[src/rtl/drygascon128_host_seq_if.sv]
// Host-side streams of the drygascon128 sequencer: command, input words, output words.
// The mode controller uses the master view; the sequencer uses the slave view.
interface drygascon128_host_seq_if;
   logic        cmd_valid;
   logic        cmd_ready;
   logic [2:0]  cmd_op;
   logic [3:0]  cmd_ds;
   logic [3:0]  cmd_rounds;
   logic        s_valid;
   logic        s_ready;
   logic [31:0] s_data;
   logic        m_valid;
   logic        m_ready;
   logic [31:0] m_data;

   modport master (
      output cmd_valid, cmd_op, cmd_ds, cmd_rounds, s_valid, s_data, m_ready,
      input  cmd_ready, s_ready, m_valid, m_data
   );
   modport slave (
      input  cmd_valid, cmd_op, cmd_ds, cmd_rounds, s_valid, s_data, m_ready,
      output cmd_ready, s_ready, m_valid, m_data
   );
endinterface

[src/rtl/drygascon128_host_seq.sv]
// Command sequencer for one drygascon128 F/G core: counts word writes, starts the core,
// waits for completion and streams R/C words back through a small output FIFO.
//
// state | meaning
// IDLE  | waiting for a command; ready only with core idle and FIFO empty
// LOAD  | passing input words to the core, one wr_* per handshake
// START | single-cycle core start pulse
// WAIT  | core running; first cycle ignores core_idle
// READ  | issuing rd_* pulses while the FIFO has room for the result
// DRAIN | final read word being captured
module drygascon128_host_seq #(
   parameter logic [3:0] DEFAULT_ROUNDS = 4'd11,
   parameter int         OUT_DEPTH      = 2
) (
   input  logic                          clk,
   input  logic                          rst_n,
   drygascon128_host_seq_if.slave        host,
   output logic                          busy,
   output logic                          err,
   output logic [31:0]                   core_din,
   output logic [3:0]                    core_ds,
   output logic [3:0]                    core_rounds,
   output logic                          core_wr_i,
   output logic                          core_wr_c,
   output logic                          core_wr_x,
   output logic                          core_start,
   output logic                          core_rd_r,
   output logic                          core_rd_c,
   input  logic [31:0]                   core_dout,
   input  logic                          core_idle
);
   localparam int PW = $clog2(OUT_DEPTH);
   localparam int CW = $clog2(OUT_DEPTH + 1);

   localparam logic [2:0] OP_LOAD_C     = 3'd0;
   localparam logic [2:0] OP_LOAD_X     = 3'd1;
   localparam logic [2:0] OP_ABSORB     = 3'd2;
   localparam logic [2:0] OP_ABSORB_OUT = 3'd3;
   localparam logic [2:0] OP_G_OUT      = 3'd4;
   localparam logic [2:0] OP_READ_C     = 3'd5;

   typedef enum logic [2:0] {
      S_IDLE, S_LOAD, S_START, S_WAIT, S_READ, S_DRAIN
   } state_t;

   state_t        state_q, state_d;
   logic [2:0]    op_q, op_d;
   logic [3:0]    ds_q, ds_d;
   logic [3:0]    rounds_q, rounds_d;
   logic [3:0]    wcnt_q, wcnt_d;
   logic [3:0]    nwords_q, nwords_d;
   logic          wait_first_q, wait_first_d;
   logic          inflight_q, inflight_d;
   logic          err_q, err_d;
   logic [PW-1:0] wptr_q, wptr_d, rptr_q, rptr_d;
   logic [CW-1:0] count_q, count_d;
   logic [31:0]   mem_q [OUT_DEPTH];

   logic          cmd_fire, s_fire, rd_fire, push, pop, last_word, room;
   logic [CW:0]   occ;

   assign cmd_fire  = host.cmd_valid && host.cmd_ready;
   assign s_fire    = host.s_valid && host.s_ready;
   assign rd_fire   = core_rd_r || core_rd_c;
   assign last_word = (wcnt_q == nwords_q - 4'd1);
   assign push      = inflight_q;
   assign pop       = host.m_valid && host.m_ready;
   // A read already in flight has a FIFO slot reserved for its word.
   assign occ       = {1'b0, count_q} + {{CW{1'b0}}, inflight_q};
   assign room      = (occ < (CW+1)'(OUT_DEPTH));

   always_ff @(posedge clk or negedge rst_n) begin
      if (!rst_n) begin
         state_q      <= S_IDLE;
         op_q         <= '0;
         ds_q         <= '0;
         rounds_q     <= '0;
         wcnt_q       <= '0;
         nwords_q     <= '0;
         wait_first_q <= 1'b0;
         inflight_q   <= 1'b0;
         err_q        <= 1'b0;
         wptr_q       <= '0;
         rptr_q       <= '0;
         count_q      <= '0;
      end else begin
         state_q      <= state_d;
         op_q         <= op_d;
         ds_q         <= ds_d;
         rounds_q     <= rounds_d;
         wcnt_q       <= wcnt_d;
         nwords_q     <= nwords_d;
         wait_first_q <= wait_first_d;
         inflight_q   <= inflight_d;
         err_q        <= err_d;
         wptr_q       <= wptr_d;
         rptr_q       <= rptr_d;
         count_q      <= count_d;
      end
   end

   always_ff @(posedge clk) begin
      if (push) mem_q[wptr_q] <= core_dout;
   end

   always_comb begin
      state_d      = state_q;
      op_d         = op_q;
      ds_d         = ds_q;
      rounds_d     = rounds_q;
      wcnt_d       = wcnt_q;
      nwords_d     = nwords_q;
      wait_first_d = 1'b0;
      inflight_d   = rd_fire;
      err_d        = 1'b0;
      case (state_q)
         S_IDLE: begin
            if (cmd_fire) begin
               wcnt_d = '0;
               if (host.cmd_op > OP_READ_C) begin
                  err_d = 1'b1;
               end else begin
                  op_d     = host.cmd_op;
                  ds_d     = host.cmd_ds;
                  rounds_d = (host.cmd_rounds == 4'd0) ? DEFAULT_ROUNDS : host.cmd_rounds;
                  case (host.cmd_op)
                     OP_LOAD_C: begin
                        nwords_d = 4'd10;
                        state_d  = S_LOAD;
                     end
                     OP_G_OUT:  state_d = S_START;
                     OP_READ_C: begin
                        nwords_d = 4'd10;
                        state_d  = S_READ;
                     end
                     default: begin
                        nwords_d = 4'd4;
                        state_d  = S_LOAD;
                     end
                  endcase
               end
            end
         end
         S_LOAD: begin
            if (s_fire) begin
               if (last_word) begin
                  wcnt_d  = '0;
                  state_d = (op_q == OP_LOAD_C || op_q == OP_LOAD_X) ? S_IDLE : S_START;
               end else begin
                  wcnt_d = wcnt_q + 4'd1;
               end
            end
         end
         S_START: begin
            wait_first_d = 1'b1;
            state_d      = S_WAIT;
         end
         S_WAIT: begin
            if (!wait_first_q && core_idle) begin
               if (op_q == OP_ABSORB) begin
                  state_d = S_IDLE;
               end else begin
                  nwords_d = 4'd4;
                  state_d  = S_READ;
               end
            end
         end
         S_READ: begin
            if (rd_fire) begin
               if (last_word) begin
                  wcnt_d  = '0;
                  state_d = S_DRAIN;
               end else begin
                  wcnt_d = wcnt_q + 4'd1;
               end
            end
         end
         // DRAIN always follows the last rd, so its word lands on this edge.
         S_DRAIN: state_d = S_IDLE;
         default: state_d = S_IDLE;
      endcase

      wptr_d  = wptr_q;
      rptr_d  = rptr_q;
      count_d = count_q;
      if (push) wptr_d = (wptr_q == PW'(OUT_DEPTH - 1)) ? '0 : wptr_q + PW'(1);
      if (pop)  rptr_d = (rptr_q == PW'(OUT_DEPTH - 1)) ? '0 : rptr_q + PW'(1);
      if (push && !pop)      count_d = count_q + CW'(1);
      else if (!push && pop) count_d = count_q - CW'(1);
   end

   always_comb begin
      host.cmd_ready = 1'b0;
      host.s_ready   = 1'b0;
      core_din       = '0;
      core_wr_i      = 1'b0;
      core_wr_c      = 1'b0;
      core_wr_x      = 1'b0;
      core_start     = 1'b0;
      core_rd_r      = 1'b0;
      core_rd_c      = 1'b0;
      case (state_q)
         S_IDLE: host.cmd_ready = core_idle && (count_q == '0);
         S_LOAD: begin
            host.s_ready = core_idle;
            if (host.s_valid && core_idle) begin
               core_din  = host.s_data;
               core_wr_c = (op_q == OP_LOAD_C);
               core_wr_x = (op_q == OP_LOAD_X);
               core_wr_i = (op_q != OP_LOAD_C) && (op_q != OP_LOAD_X);
            end
         end
         S_START: core_start = 1'b1;
         S_READ: begin
            if (core_idle && room) begin
               core_rd_c = (op_q == OP_READ_C);
               core_rd_r = (op_q != OP_READ_C);
            end
         end
         default: ;
      endcase
   end

   assign host.m_valid = (count_q != '0);
   assign host.m_data  = host.m_valid ? mem_q[rptr_q] : '0;
   assign busy         = (state_q != S_IDLE) || (count_q != '0);
   assign err          = err_q;
   assign core_ds      = ds_q;
   assign core_rounds  = rounds_q;
endmodule

[src/flat_wrapper.sv]
// flat-port wrapper written by rule: the top's interface ports become plain ports
module drygascon128_host_seq_flat 
#(
   parameter logic [3:0] DEFAULT_ROUNDS = 4'd11,
   parameter int         OUT_DEPTH      = 2
)
  (clk, rst_n, busy, err, core_din, core_ds, core_rounds, core_wr_i, core_wr_c, core_wr_x, core_start, core_rd_r, core_rd_c, core_dout, core_idle, host_cmd_valid, host_cmd_op, host_cmd_ds, host_cmd_rounds, host_s_valid, host_s_data, host_m_ready, host_cmd_ready, host_s_ready, host_m_valid, host_m_data);
  drygascon128_host_seq_if host_i ();
  input  logic clk;
  input  logic rst_n;
  output logic busy;
  output logic err;
  output logic [31:0] core_din;
  output logic [3:0] core_ds;
  output logic [3:0] core_rounds;
  output logic core_wr_i;
  output logic core_wr_c;
  output logic core_wr_x;
  output logic core_start;
  output logic core_rd_r;
  output logic core_rd_c;
  input  logic [31:0] core_dout;
  input  logic core_idle;
  input wire logic [$bits(host_i.cmd_valid)-1:0] host_cmd_valid;
  input wire logic [$bits(host_i.cmd_op)-1:0] host_cmd_op;
  input wire logic [$bits(host_i.cmd_ds)-1:0] host_cmd_ds;
  input wire logic [$bits(host_i.cmd_rounds)-1:0] host_cmd_rounds;
  input wire logic [$bits(host_i.s_valid)-1:0] host_s_valid;
  input wire logic [$bits(host_i.s_data)-1:0] host_s_data;
  input wire logic [$bits(host_i.m_ready)-1:0] host_m_ready;
  output wire logic [$bits(host_i.cmd_ready)-1:0] host_cmd_ready;
  output wire logic [$bits(host_i.s_ready)-1:0] host_s_ready;
  output wire logic [$bits(host_i.m_valid)-1:0] host_m_valid;
  output wire logic [$bits(host_i.m_data)-1:0] host_m_data;
  assign host_i.cmd_valid = host_cmd_valid;
  assign host_i.cmd_op = host_cmd_op;
  assign host_i.cmd_ds = host_cmd_ds;
  assign host_i.cmd_rounds = host_cmd_rounds;
  assign host_i.s_valid = host_s_valid;
  assign host_i.s_data = host_s_data;
  assign host_i.m_ready = host_m_ready;
  assign host_cmd_ready = host_i.cmd_ready;
  assign host_s_ready = host_i.s_ready;
  assign host_m_valid = host_i.m_valid;
  assign host_m_data = host_i.m_data;
  drygascon128_host_seq #(.DEFAULT_ROUNDS(DEFAULT_ROUNDS), .OUT_DEPTH(OUT_DEPTH)) u_core (.clk(clk), .rst_n(rst_n), .host(host_i), .busy(busy), .err(err), .core_din(core_din), .core_ds(core_ds), .core_rounds(core_rounds), .core_wr_i(core_wr_i), .core_wr_c(core_wr_c), .core_wr_x(core_wr_x), .core_start(core_start), .core_rd_r(core_rd_r), .core_rd_c(core_rd_c), .core_dout(core_dout), .core_idle(core_idle));
endmodule
[config.mk]
export PLATFORM = sky130hd
export DESIGN_NAME = drygascon128_host_seq_flat
export DESIGN_NICKNAME = d
export VERILOG_FILES = /design/src/rtl/drygascon128_host_seq_if.sv /design/src/rtl/drygascon128_host_seq.sv /design/src/flat_wrapper.sv
export SDC_FILE = /design/constraint.sdc
export NUM_CORES = 1
export LEC_CHECK = 0
export ABC_CLOCK_PERIOD_IN_PS = 3050
export CAP_MARGIN = 20
export CORE_MARGIN = 1.5
export CORE_UTILIZATION = 44
export CTS_CLUSTER_SIZE = 25
export DETAILED_ROUTE_END_ITERATION = 10
export PLACE_DENSITY = 0.81
export SLEW_MARGIN = 15
export SYNTH_ARGS = -nofsm -noshare
export SYNTH_HDL_FRONTEND = slang
export SYNTH_SLANG_ARGS = --single-unit
[constraint.sdc]
create_clock -name clk -period 3.05 [get_ports clk]
set_input_delay 0.7625 -clock clk [delete_from_list [all_inputs] [get_ports clk]]
set_output_delay 0.7625 -clock clk [all_outputs]
set_load 0.02 [all_outputs]
==> reports/qor.csv <==
metric;value;unit
Clock Path Buffers;2;
latest clock arrival within the worst-skew pair;360;ps
crit path time final;2990;ps
WS Path Type;input port to primary output;
I/O pins;164;
NetSw;1800;µW
die area;9910;µm²
Post-Synthesis Cells;327;
pre-CTS setup slack;-283;ps
Pins Over Slew Limit;0;
crit path cell chain;clkdlybuf4s50_1, buf_4, buf_4, and3_1, clkdlybuf4s50_1;
post-route clock period utilization;97.9;%
CP peak stage delay;610;ps
vias;3141;
register area share after synthesis;63.3;%
commonest cells in the netlist;64 x edfxtp_1, 51 x nor2_1, 33 x and2_1, 33 x mux2i_1, 27 x dfrtp_1;
switch share;38.3;%
Area contributors post-synth;edfxtp_1 47%, dfrtp_1 16%, mux2i_1 8.1%;
hold crit path type;flip-flop to flip-flop;
initial antenna violation count;0;
Clock power frac;16.5;%
Layout area overhead;47.7;%
final wirelength;9690;µm
Synth Net Count;411;
antenna-violating nets left;0;
EDFF count, synth;64;
Syn Area/Cell;12.5;µm²
Final #Nets;583;
Reg clk slew, reported paths;90;ps
vias in the first global route;3238;
most instantiated library cell after synthesis;edfxtp_1;
H-tree levels;3;
Final Core Density;66.2;%
fill count;717;
Yosys reg bits;91;
CTS root buf;clkbuf_8;
placed cell area;5910;µm²
Largest delay share family, worst path;buffers and inverters;
diode count;0;
drt first pass iters;4;
slowest stage cell, crit path;clkdlybuf4s50_1;
Overflow after GRT;0;
Num CTS Buffers;9;
first-pass GRT wire length;15500;µm
worst-case vdd ir drop;0.000444;V
fmax;0.335;GHz
mapped cell area;4100;µm²
largest net degree at the start of global routing;34;
core area;9150;µm²
WL/cell;15.8;µm
Worst setup EP type;primary output;
area leader, netlist;edfxtp_1;
gp weighted congestion;0.879;
# rows;35;
Distinct cells, synth;45;
# port buffers;163;
top cell type's share of synthesized area;46.9;%
Post-route DRC;0;
P per Cell Area;774;nW/µm²
register share of total power;37.4;%
Slew HR;38.4;%
Initial Util;44.8;%
design area;6060;µm²
DIE HEIGHT;99.5;µm
setup repair bufs after CTS;0;
via density per instance;5.11;
Gate power share;46.1;%
Main synth FF type;edfxtp_1;
setup ws final;62.6;ps
Slew @ Worst Pin;923;ps
1st-iter DRT viols;160;
CP required;2290;ps
Final Skew;22.9;ps
max_cap viols;0;
Arrival @ worst endpoint;2220;ps
YS warnings;0;
Worst Path Buf+Inv;4;
leak pwr;0.00258;µW
RSZ-0062 raised after global routing;no;
status;finished, final reports clean;
die width;99.5;µm
clock sinks;91;
GRT Overall Usage;19.9;%
Internal Power;2890;µW
final setup vio count;0;
Final HPWL DP;7100;µm
Hold Violations, Final;0;
share of cells above drive strength 1;9.52;%
CP startpoint kind;input port;
TritonCTS clock tree;done;
share of flip-flops with an asynchronous set or reset;29.7;%
Total Power;4690;µW
CP max FO;6;
[cell families after synthesis]
logic type / Yosys count / share of synthesized area, %
flops: 91 / 63.3
mux: 40 / 9.98
compound gates: 30 / 5.13
xor+xnor: 10 / 2.14
fa+ha+maj: 3 / 0.915
buf+inv: 25 / 2.56
simple gates: 128 / 16.0
[timing repair]
| item | 4_1_cts | 5_1_grt |
|---|---|---|
| resized for setup | 39 | 8 |
| setup endpoints to repair | 69 | 4 |
| hold buffers | 0 | 0 |
[sequential cells by signal, summed over array words and instances (netlist names)]
| register | flops |
|---|---|
| u_core.wptr_q | 1 |
| u_core.wcnt_q | 4 |
| u_core.inflight_q | 1 |
| u_core.err | 1 |
| u_core.wait_first_q | 1 |
| u_core.rptr_q | 1 |
| u_core.nwords_q | 2 |
| u_core.core_ds | 4 |
| u_core.state_q | 3 |
| u_core.count_q | 2 |
| u_core.mem_q | 64 |
| u_core.op_q | 3 |
| u_core.core_rounds | 4 |
[per-stage QoR]
step	hold WS [ps]	setup TNS, ps	std cells
after floorplan	453	0	327
after global placement	489	-4320	599
after detailed placement	494	-6020	599
after CTS	517	0	615
after global routing	529	0	615
final	514	0	615
[metal layers]
layer  wire length [µm]  GRT usage, %  vias to the layer above
met3                495          4.22                       17
met2               5110          36.1                      128
met1               3890          23.2                     1488
li1                   -             -                     1508
met4                198          7.04                        0
met5                  0             0                        -
[path summary, 6_finish.rpt]
| check | from | to | slack (ps) | depth (start not counted) |
|---|---|---|---|---|
| hold reg to reg | u_core.core_ds[0]$_DFFE_PN0P_ | u_core.core_ds[0]$_DFFE_PN0P_ | 510 | 1 |
| min in group asynchronous | rst_n | u_core.state_q[2]$_DFFE_PN0P_ | 760 | 2 |
| max in group asynchronous | rst_n | u_core.rptr_q$_DFFE_PN0P_ | 1990 | 2 |
| hold / removal | u_core.core_ds[0]$_DFFE_PN0P_ | u_core.core_ds[0]$_DFFE_PN0P_ | 510 | 1 |
| setup / recovery | core_idle | host_s_ready | 60 | 5 |
| setup reg to reg | u_core.nwords_q[1]$_DFFE_PN0P_ | u_core.state_q[0]$_DFFE_PN0P_ | 850 | 7 |
[final cells by class]
type	count	area, µm²	share of cell area [%]
clock inverter	7	66.3	1.09
clock buffer	9	124	2.04
tap	111	139	2.29
timing repair buffer	176	1680	27.8
multi-input combinational	211	1410	23.3
sequential	91	2600	42.9
inverter	10	37.5	0.620
[power groups by stage]
stage / clock, µW / sequential [µW] / combinational, µW
after global placement: 0 / 1760 / 2150
after floorplan: 0 / 1690 / 1280
after detailed placement: 0 / 1780 / 2190
after CTS: 792 / 1760 / 2170
final: 774 / 1750 / 2160
after global routing: 840 / 1780 / 2320
[placed cells by master, fill, tap and decap left out, drive strengths merged, types with 13 or more instances in the layout]
cell type      count
inv               14
nor2              51
and2              33
clkdlybuf4s50    125
nand2             14
buf               13
dfrtp             27
edfxtp            64
mux2i             33
dlygate4sd2       34
No activity file was read; power rests on OpenSTA's default activity.
